File: src/rtl/fns_dec_pipe.sv
// Pipelined Fibonacci-numeral-system decoder: N-bit FNS codeword -> binary, STAGES-deep with valid/ready.
// Define FNS_DEC_CHECK_EN to add the out_err port flagging non-canonical codewords (adjacent ones).
package fns_dec_pkg;
  function automatic logic [63:0] fib(input int k);
    logic [63:0] a, b, t;
    a = 64'd1;
    b = 64'd1;
    for (int i = 3; i <= k; i++) begin
      t = a + b;
      a = b;
      b = t;
    end
    return b;
  endfunction

  // Smallest width holding the largest decodable value F(n+3)-2.
  function automatic int fns_dw(input int n);
    logic [63:0] x;
    int r;
    x = fib(n + 3) - 64'd1;
    r = 0;
    for (int i = 0; i < 64; i++)
      if ((64'd1 << i) < x) r = i + 1;
    return r;
  endfunction
endpackage

module fns_dec_pipe
  import fns_dec_pkg::*;
#(
  parameter int N      = 42,
  parameter int STAGES = 3,
  localparam int DW    = fns_dw(N)
) (
  input  logic          clk,
  input  logic          rst,
  input  logic          in_valid,
  output logic          in_ready,
  input  logic [N-1:0]  codein,
  output logic          out_valid,
  input  logic          out_ready,
`ifdef FNS_DEC_CHECK_EN
  output logic          out_err,
`endif
  output logic [DW-1:0] dataout
);

  localparam int CHUNK = (N + STAGES - 1) / STAGES;

  function automatic logic [N*DW-1:0] wtab();
    logic [N*DW-1:0] w;
    w = '0;
    for (int i = 0; i < N; i++) w[i*DW +: DW] = DW'(fib(i + 2));
    return w;
  endfunction

  localparam logic [N*DW-1:0] WTAB = wtab();

  function automatic logic [DW-1:0] add_chunk(input logic [DW-1:0] s, input logic [N-1:0] c,
                                              input int k);
    logic [DW-1:0] acc;
    acc = s;
    for (int i = 0; i < N; i++)
      if (i >= k * CHUNK && i < (k + 1) * CHUNK && c[i]) acc = acc + WTAB[i*DW +: DW];
    return acc;
  endfunction

`ifdef FNS_DEC_CHECK_EN
  // Pair (i-1, i) belongs to the chunk owning bit i, so chunk-boundary pairs are covered too.
  function automatic logic chunk_err(input logic [N-1:0] c, input int k);
    logic e;
    e = 1'b0;
    for (int i = 1; i < N; i++)
      if (i >= k * CHUNK && i < (k + 1) * CHUNK && c[i] && c[i-1]) e = 1'b1;
    return e;
  endfunction

  logic [STAGES-1:0] err_p;
`endif

  logic [STAGES-1:0] vld_p;
  logic [DW-1:0]     sum_p  [STAGES];
  logic [N-1:0]      code_p [STAGES];
  logic [STAGES-1:0] adv;
  logic              adv_c;
  logic              unused_code;

  // Ready ripples back from the sink; a stage may load whenever it is empty or draining.
  always_comb begin
    adv = '0;
    adv_c = ~vld_p[STAGES-1] | out_ready;
    adv[STAGES-1] = adv_c;
    for (int k = STAGES - 2; k >= 0; k--) begin
      adv_c = ~vld_p[k] | adv_c;
      adv[k] = adv_c;
    end
  end

  assign in_ready  = adv[0];
  assign out_valid = vld_p[STAGES-1];
  assign dataout   = sum_p[STAGES-1];
`ifdef FNS_DEC_CHECK_EN
  assign out_err   = err_p[STAGES-1];
`endif

  // The full codeword rides along; already-consumed bits have no readers and are trimmed.
  always_comb begin
    unused_code = 1'b0;
    for (int k = 0; k < STAGES; k++) unused_code = unused_code ^ (^code_p[k]);
  end

  always_ff @(posedge clk) begin
    if (rst) begin
      vld_p <= '0;
`ifdef FNS_DEC_CHECK_EN
      err_p <= '0;
`endif
      for (int k = 0; k < STAGES; k++) begin
        sum_p[k]  <= '0;
        code_p[k] <= '0;
      end
    end else begin
      // Stage 0: start the partial sum from the incoming codeword.
      if (adv[0]) begin
        vld_p[0]  <= in_valid & in_ready;
        sum_p[0]  <= add_chunk('0, codein, 0);
        code_p[0] <= codein;
`ifdef FNS_DEC_CHECK_EN
        err_p[0]  <= chunk_err(codein, 0);
`endif
      end
      // Stage k: fold chunk k into the partial sum carried from stage k-1.
      for (int k = 1; k < STAGES; k++) begin
        if (adv[k]) begin
          vld_p[k]  <= vld_p[k-1];
          sum_p[k]  <= add_chunk(sum_p[k-1], code_p[k-1], k);
          code_p[k] <= code_p[k-1];
`ifdef FNS_DEC_CHECK_EN
          err_p[k]  <= err_p[k-1] | chunk_err(code_p[k-1], k);
`endif
        end
      end
    end
  end

endmodule

File: config.mk
export PLATFORM = sky130hd
export DESIGN_NAME = fns_dec_pipe
export DESIGN_NICKNAME = d
export VERILOG_FILES = /design/src/rtl/fns_dec_pipe.sv
export SDC_FILE = /design/constraint.sdc
export NUM_CORES = 1
export LEC_CHECK = 0
export CAP_MARGIN = 20
export CORE_ASPECT_RATIO = 1.5
export CORE_MARGIN = 8
export CORE_UTILIZATION = 60
export CTS_CLUSTER_SIZE = 12
export DETAILED_ROUTE_END_ITERATION = 6
export GPL_TIMING_DRIVEN = 0
export PLACE_DENSITY = 0.78
export SYNTH_ARGS = -nofsm -noshare
export SYNTH_HDL_FRONTEND = slang
export SYNTH_SLANG_ARGS = --single-unit
File: constraint.sdc
create_clock -name clk -period 11.9 [get_ports clk]
set_input_delay 2.38 -clock clk [delete_from_list [all_inputs] [get_ports clk]]
set_output_delay 2.38 -clock clk [all_outputs]
set_load 0.01 [all_outputs]
# After elaboration in Yosys (flattened, before gate mapping)
# Memories as Yosys holds them, arrays and structs flattened.
# Cells that the tools add are included.
[op_classes]
muxes = 143
n_addsub = 41
n_bitwise = 13
[ops]
columns = ["cell", "n"]
rows = [
  ["two-way mux 31 bit", 128],
  ["two-way mux 42 bit", 3],
  ["adder 31 x 10 -> 31 bit, second input constant", 2],
  ["adder 31 x 13 -> 31 bit, second input constant", 2],
  ["adder 31 x 15 -> 31 bit, second input constant", 2],
  ["adder 31 x 17 -> 31 bit, second input constant", 2],
  ["adder 31 x 19 -> 31 bit, second input constant", 2],
  ["adder 31 x 2 -> 31 bit, second input constant", 2],
  ["adder 31 x 22 -> 31 bit, second input constant", 2],
  ["adder 31 x 24 -> 31 bit, second input constant", 2],
  ["adder 31 x 26 -> 31 bit, second input constant", 2],
  ["adder 31 x 28 -> 31 bit, second input constant", 2],
  ["adder 31 x 4 -> 31 bit, second input constant", 2],
  ["adder 31 x 6 -> 31 bit, second input constant", 2],
  ["adder 31 x 8 -> 31 bit, second input constant", 2],
  ["adder 31 x 11 -> 31 bit, second input constant", 1],
  ["adder 31 x 12 -> 31 bit, second input constant", 1],
  ["adder 31 x 14 -> 31 bit, second input constant", 1],
  ["adder 31 x 16 -> 31 bit, second input constant", 1],
  ["adder 31 x 18 -> 31 bit, second input constant", 1],
  ["adder 31 x 20 -> 31 bit, second input constant", 1],
  ["adder 31 x 21 -> 31 bit, second input constant", 1],
  ["adder 31 x 23 -> 31 bit, second input constant", 1],
  ["adder 31 x 25 -> 31 bit, second input constant", 1],
  ["other kinds (10)", 31],
]
[word_totals]
word_cells = 202
ram_bits = 219
memories = 2
register_bits = 3
[memory_table]
columns = ["name", "depth", "word_bits", "read_ports", "rd_ports_with_merged_regs", "write_ports", "line_no", "text"]
rows = [
  ["code_p", 3, 42, 2, 0, 3, "83", "logic [N-1:0] code_p [STAGES];"],
  ["sum_p", 3, 31, 3, 0, 3, "82", "logic [DW-1:0] sum_p [STAGES];"],
]

# Depth between registers and ports, before layout
[logic_depth]
ltp_word = 59
ltp_mapped = 47

# Worst setup path after synthesis
# Ideal clock, no wire load.
[synth_timing]
path_kind = "flip-flop to flip-flop"
from = "memory code_p[1][29] (netlist: code_p[0][71])"
to = "memory sum_p[0][91] (netlist bit) (data pin)"
n_path_buf = 4
path_slack_ps = 1613
synth_period_minus_slack_ps = 10287
t_required_ps = 11634
path_stages_with_launch = 48
setup_ps = 266
arrival_ps = 10021
cell_sequence = "edfxtp_1 buf_2 buf_2 buf_2 xnor2_1 inv_1 ha_1 nor2b_1 xnor3_1 ha_1 inv_1 o2111ai_1 o31a_1 o21ai_0 xor2_1 nand2_1 o211ai_1 xnor2_1 [12 not listed] and2_1 o211a_1 or2_1 o21bai_1 o41ai_2 xnor2_1 o21ai_0 nor4_2 o31ai_4 o41ai_1 mux2i_1 xor2_1 a21oi_1 or4b_1 and3_1 o31ai_2 xnor2_1 nor2_1"
[synth_lines]
columns = ["item", "line_no"]
rows = [
  ["start, declared", "83"],
  ["end, declared", "82"],
]

==> reports/qor.csv <==
metric,value,unit
outcome,completed,
async_reset_ff_frac,0,
critPathSlowestCell,or4_4,
die_h,267.3,um
finalCritPeriodShare,0.9439,
vias,25224,
crit_fanout,10,
cts_sinks,118,
setup_violations,0,
hp-class,register to register,
viasPerCell,6.289,
fin_skew,12.75,ps
place_ws,34.60,ps
syn-instance-count,3320,
ctsLongestPathBuffers,2,
cts-root-buf,clkbuf_16,
tightest_slew,1076,ps
slew_violations,0,
worstPathRequired,12080,ps
h-tree-depth,4,
drt_iter0_drc,1538,
drive_gt1_frac,0.09603,
drtAntennaViolNets,0,
nNetsFinal,3520,
cap_violations,0,
drc_errors,0,
yosys_warnings,0,
clk_pin_slew,70,ps
cts_hold_buf,0,
synth_area,25260,um^2
startpoint_type,register,
clock.fmax,0.08903,GHz
dpl.hpwl,51760,um
hp-start,vld_p[0],
insertion_delay,450,ps
r2r_end,sum_p[0][91],
max_stage_delay,560,ps
dp_cells,3968,
post-route-util,0.6644,
ys_seq_elements,118,
hold_end,vld_p[1],
ff2ff_setup_slack,670,ps
die_w,183.5,um
max_slew_margin,0.2825,
synthFlopType,edfxtp_1,
syn_area_per_cell,7.609,um^2
endpoint_kind,register,
gp_congestion,0.8914,
cts_buffers,17,
hold_violations,0,
synth_edf_count,115,
grt_start_max_net_pins,43,
grt.overflow.total,0,
cts_tree,yes,
initial_core_util,0.6045,
final_cells,4011,
grt_first_pass_wirelength,108800,um
grt_pass1_vias,24419,
first_pass_iters,6,
rr_worst_depth,43,
worst_slack,667.8,ps
track_usage,0.2558,
io_pins,79,
wl,64930,um
area_growth_syn_to_layout,9.901,%
coreArea,41790,um^2
port_buffers,71,
reg2reg_from,code_p[0][71],
hold_depth,2,
period_minus_slack,11230,ps
synth_seq_area_share,0.1391,
crit_path_frequent_cell,and3_1,
antenna_cells,0,
dieArea,49060,um^2
crit_arrival,11420,ps
synth.distinct_cells,143,
antenna_found_initial,0,
rows,92,
wl_per_cell,16.19,um
crit_type,register to register,
==> layout make-up <==
| cell class | instances | area [um^2] |
|---|---|---|
| Tap cell | 564 | 705.7 |
| Buffer | 153 | 752.0 |
| Clock inverter | 15 | 158.9 |
| Timing Repair Buffer | 88 | 858.3 |
| Clock buffer | 17 | 425.4 |
| Sequential cell | 118 | 3513 |
| Inverter | 89 | 334.1 |
| Multi-Input combinational cell | 2967 | 21010 |
| Fill cell | 3675 | 14020 |
==> critical path, delay by kind of cell (launching register included) <==
family | cells | cell delay (ps)
compound gates | 13 | 2770
simple gates | 14 | 4160
fa+ha+maj | 2 | 510
buf+inv | 7 | 1240
flops | 1 | 440
mux | 1 | 330
xor+xnor | 6 | 1500
==> repair_timing <==
item	CTS	global route
pin swaps	0	9
resized for setup	1	57
setup buffers	0	12
setup endpoints to repair	1	10
==> Yosys cell counts, drive strengths merged, types with 53 or more instances <==
library cell	instances	share of area
xnor2	361	0.13
nand2	331	0.049
nor2	276	0.042
xor2	206	0.075
o21ai	190	0.038
a21oi	149	0.030
nand3	119	0.024
edfxtp	115	0.14
nor3	102	0.023
and2	97	0.024
clkbuf	94	0.014
inv	82	0.012
o211ai	61	0.019
buf	60	0.016
a211oi	59	0.019
nand2b	53	0.013
==> sequential cells by signal, indices dropped and copies added, names as in the netlist <==
register and flops:
vld_p 3, sum_p 73, code_p 42
==> worst max-delay path by stage <==
stage / slack, ps / startpoint / endpoint
after global routing: -50 / code_p[0][71] / sum_p[0][91]
after floorplan: 1610 / code_p[0][71] / sum_p[0][91]
after global placement: 350 / code_p[0][71] / sum_p[0][91]
final: 670 / code_p[0][71] / sum_p[0][91]
after CTS: 120 / code_p[0][71] / sum_p[0][91]
after detailed placement: 30 / code_p[0][71] / sum_p[0][91]
==> per-stage QoR <==
step | area, um^2 | setup TNS, ps | hold WS [ps]
after global placement | 26710 | 0 | 473.4
after CTS | 27360 | 0 | 516.6
after global routing | 27760 | -47.42 | 522.5
after floorplan | 25290 | 0 | 460.3
after detailed placement | 26760 | 0 | 501.5
final | 27760 | 0 | 511.3
==> logic make-up (layout without fill, tap and decap cells) <==
kind of cell,count (synthesis),after routing,synth area share
multiplexers,47,47,0.01882
adder cells (fa/ha/maj),41,41,0.02021
flip-flops,118,118,0.1391
AND/OR/NAND/NOR,1297,1297,0.2652
AO/OA/AOI/OAI,988,988,0.2919
other,1,9,0.0001485
buffers and inverters,243,362,0.04294
XOR/XNOR,585,585,0.2217
==> cells in the final DEF (no fill, tap or decap), drive strengths merged, types with 27 or more instances in the layout <==
master	count
nand2	331
clkdlybuf4s50	71
mux2i	43
o21ai	190
clkbuf	112
a211oi	59
and3	46
ha	40
or3	47
inv	93
and2	97
nor4	28
buf	75
xor2	206
nor2	276
or2	46
nand2b	53
edfxtp	115
a21oi	149
o31ai	34
a21o	41
o211ai	61
nand3	119
a31oi	52
nor3	102
o21a	43
xnor2	361
nand4	36
o22ai	27
o211a	27
==> per-layer routing <==
metal,GRT usage,up-vias,share of wire
li1,-,12552,-
met1,0.2864,12067,0.41
met3,0.02430,120,0.028
met5,0,-,0
met2,0.4960,485,0.53
met4,0.07933,0,0.024
Power is left out: the tool's default activity adds up to more than one toggle a clock period on the data nets, which glitch-free logic cannot reach.
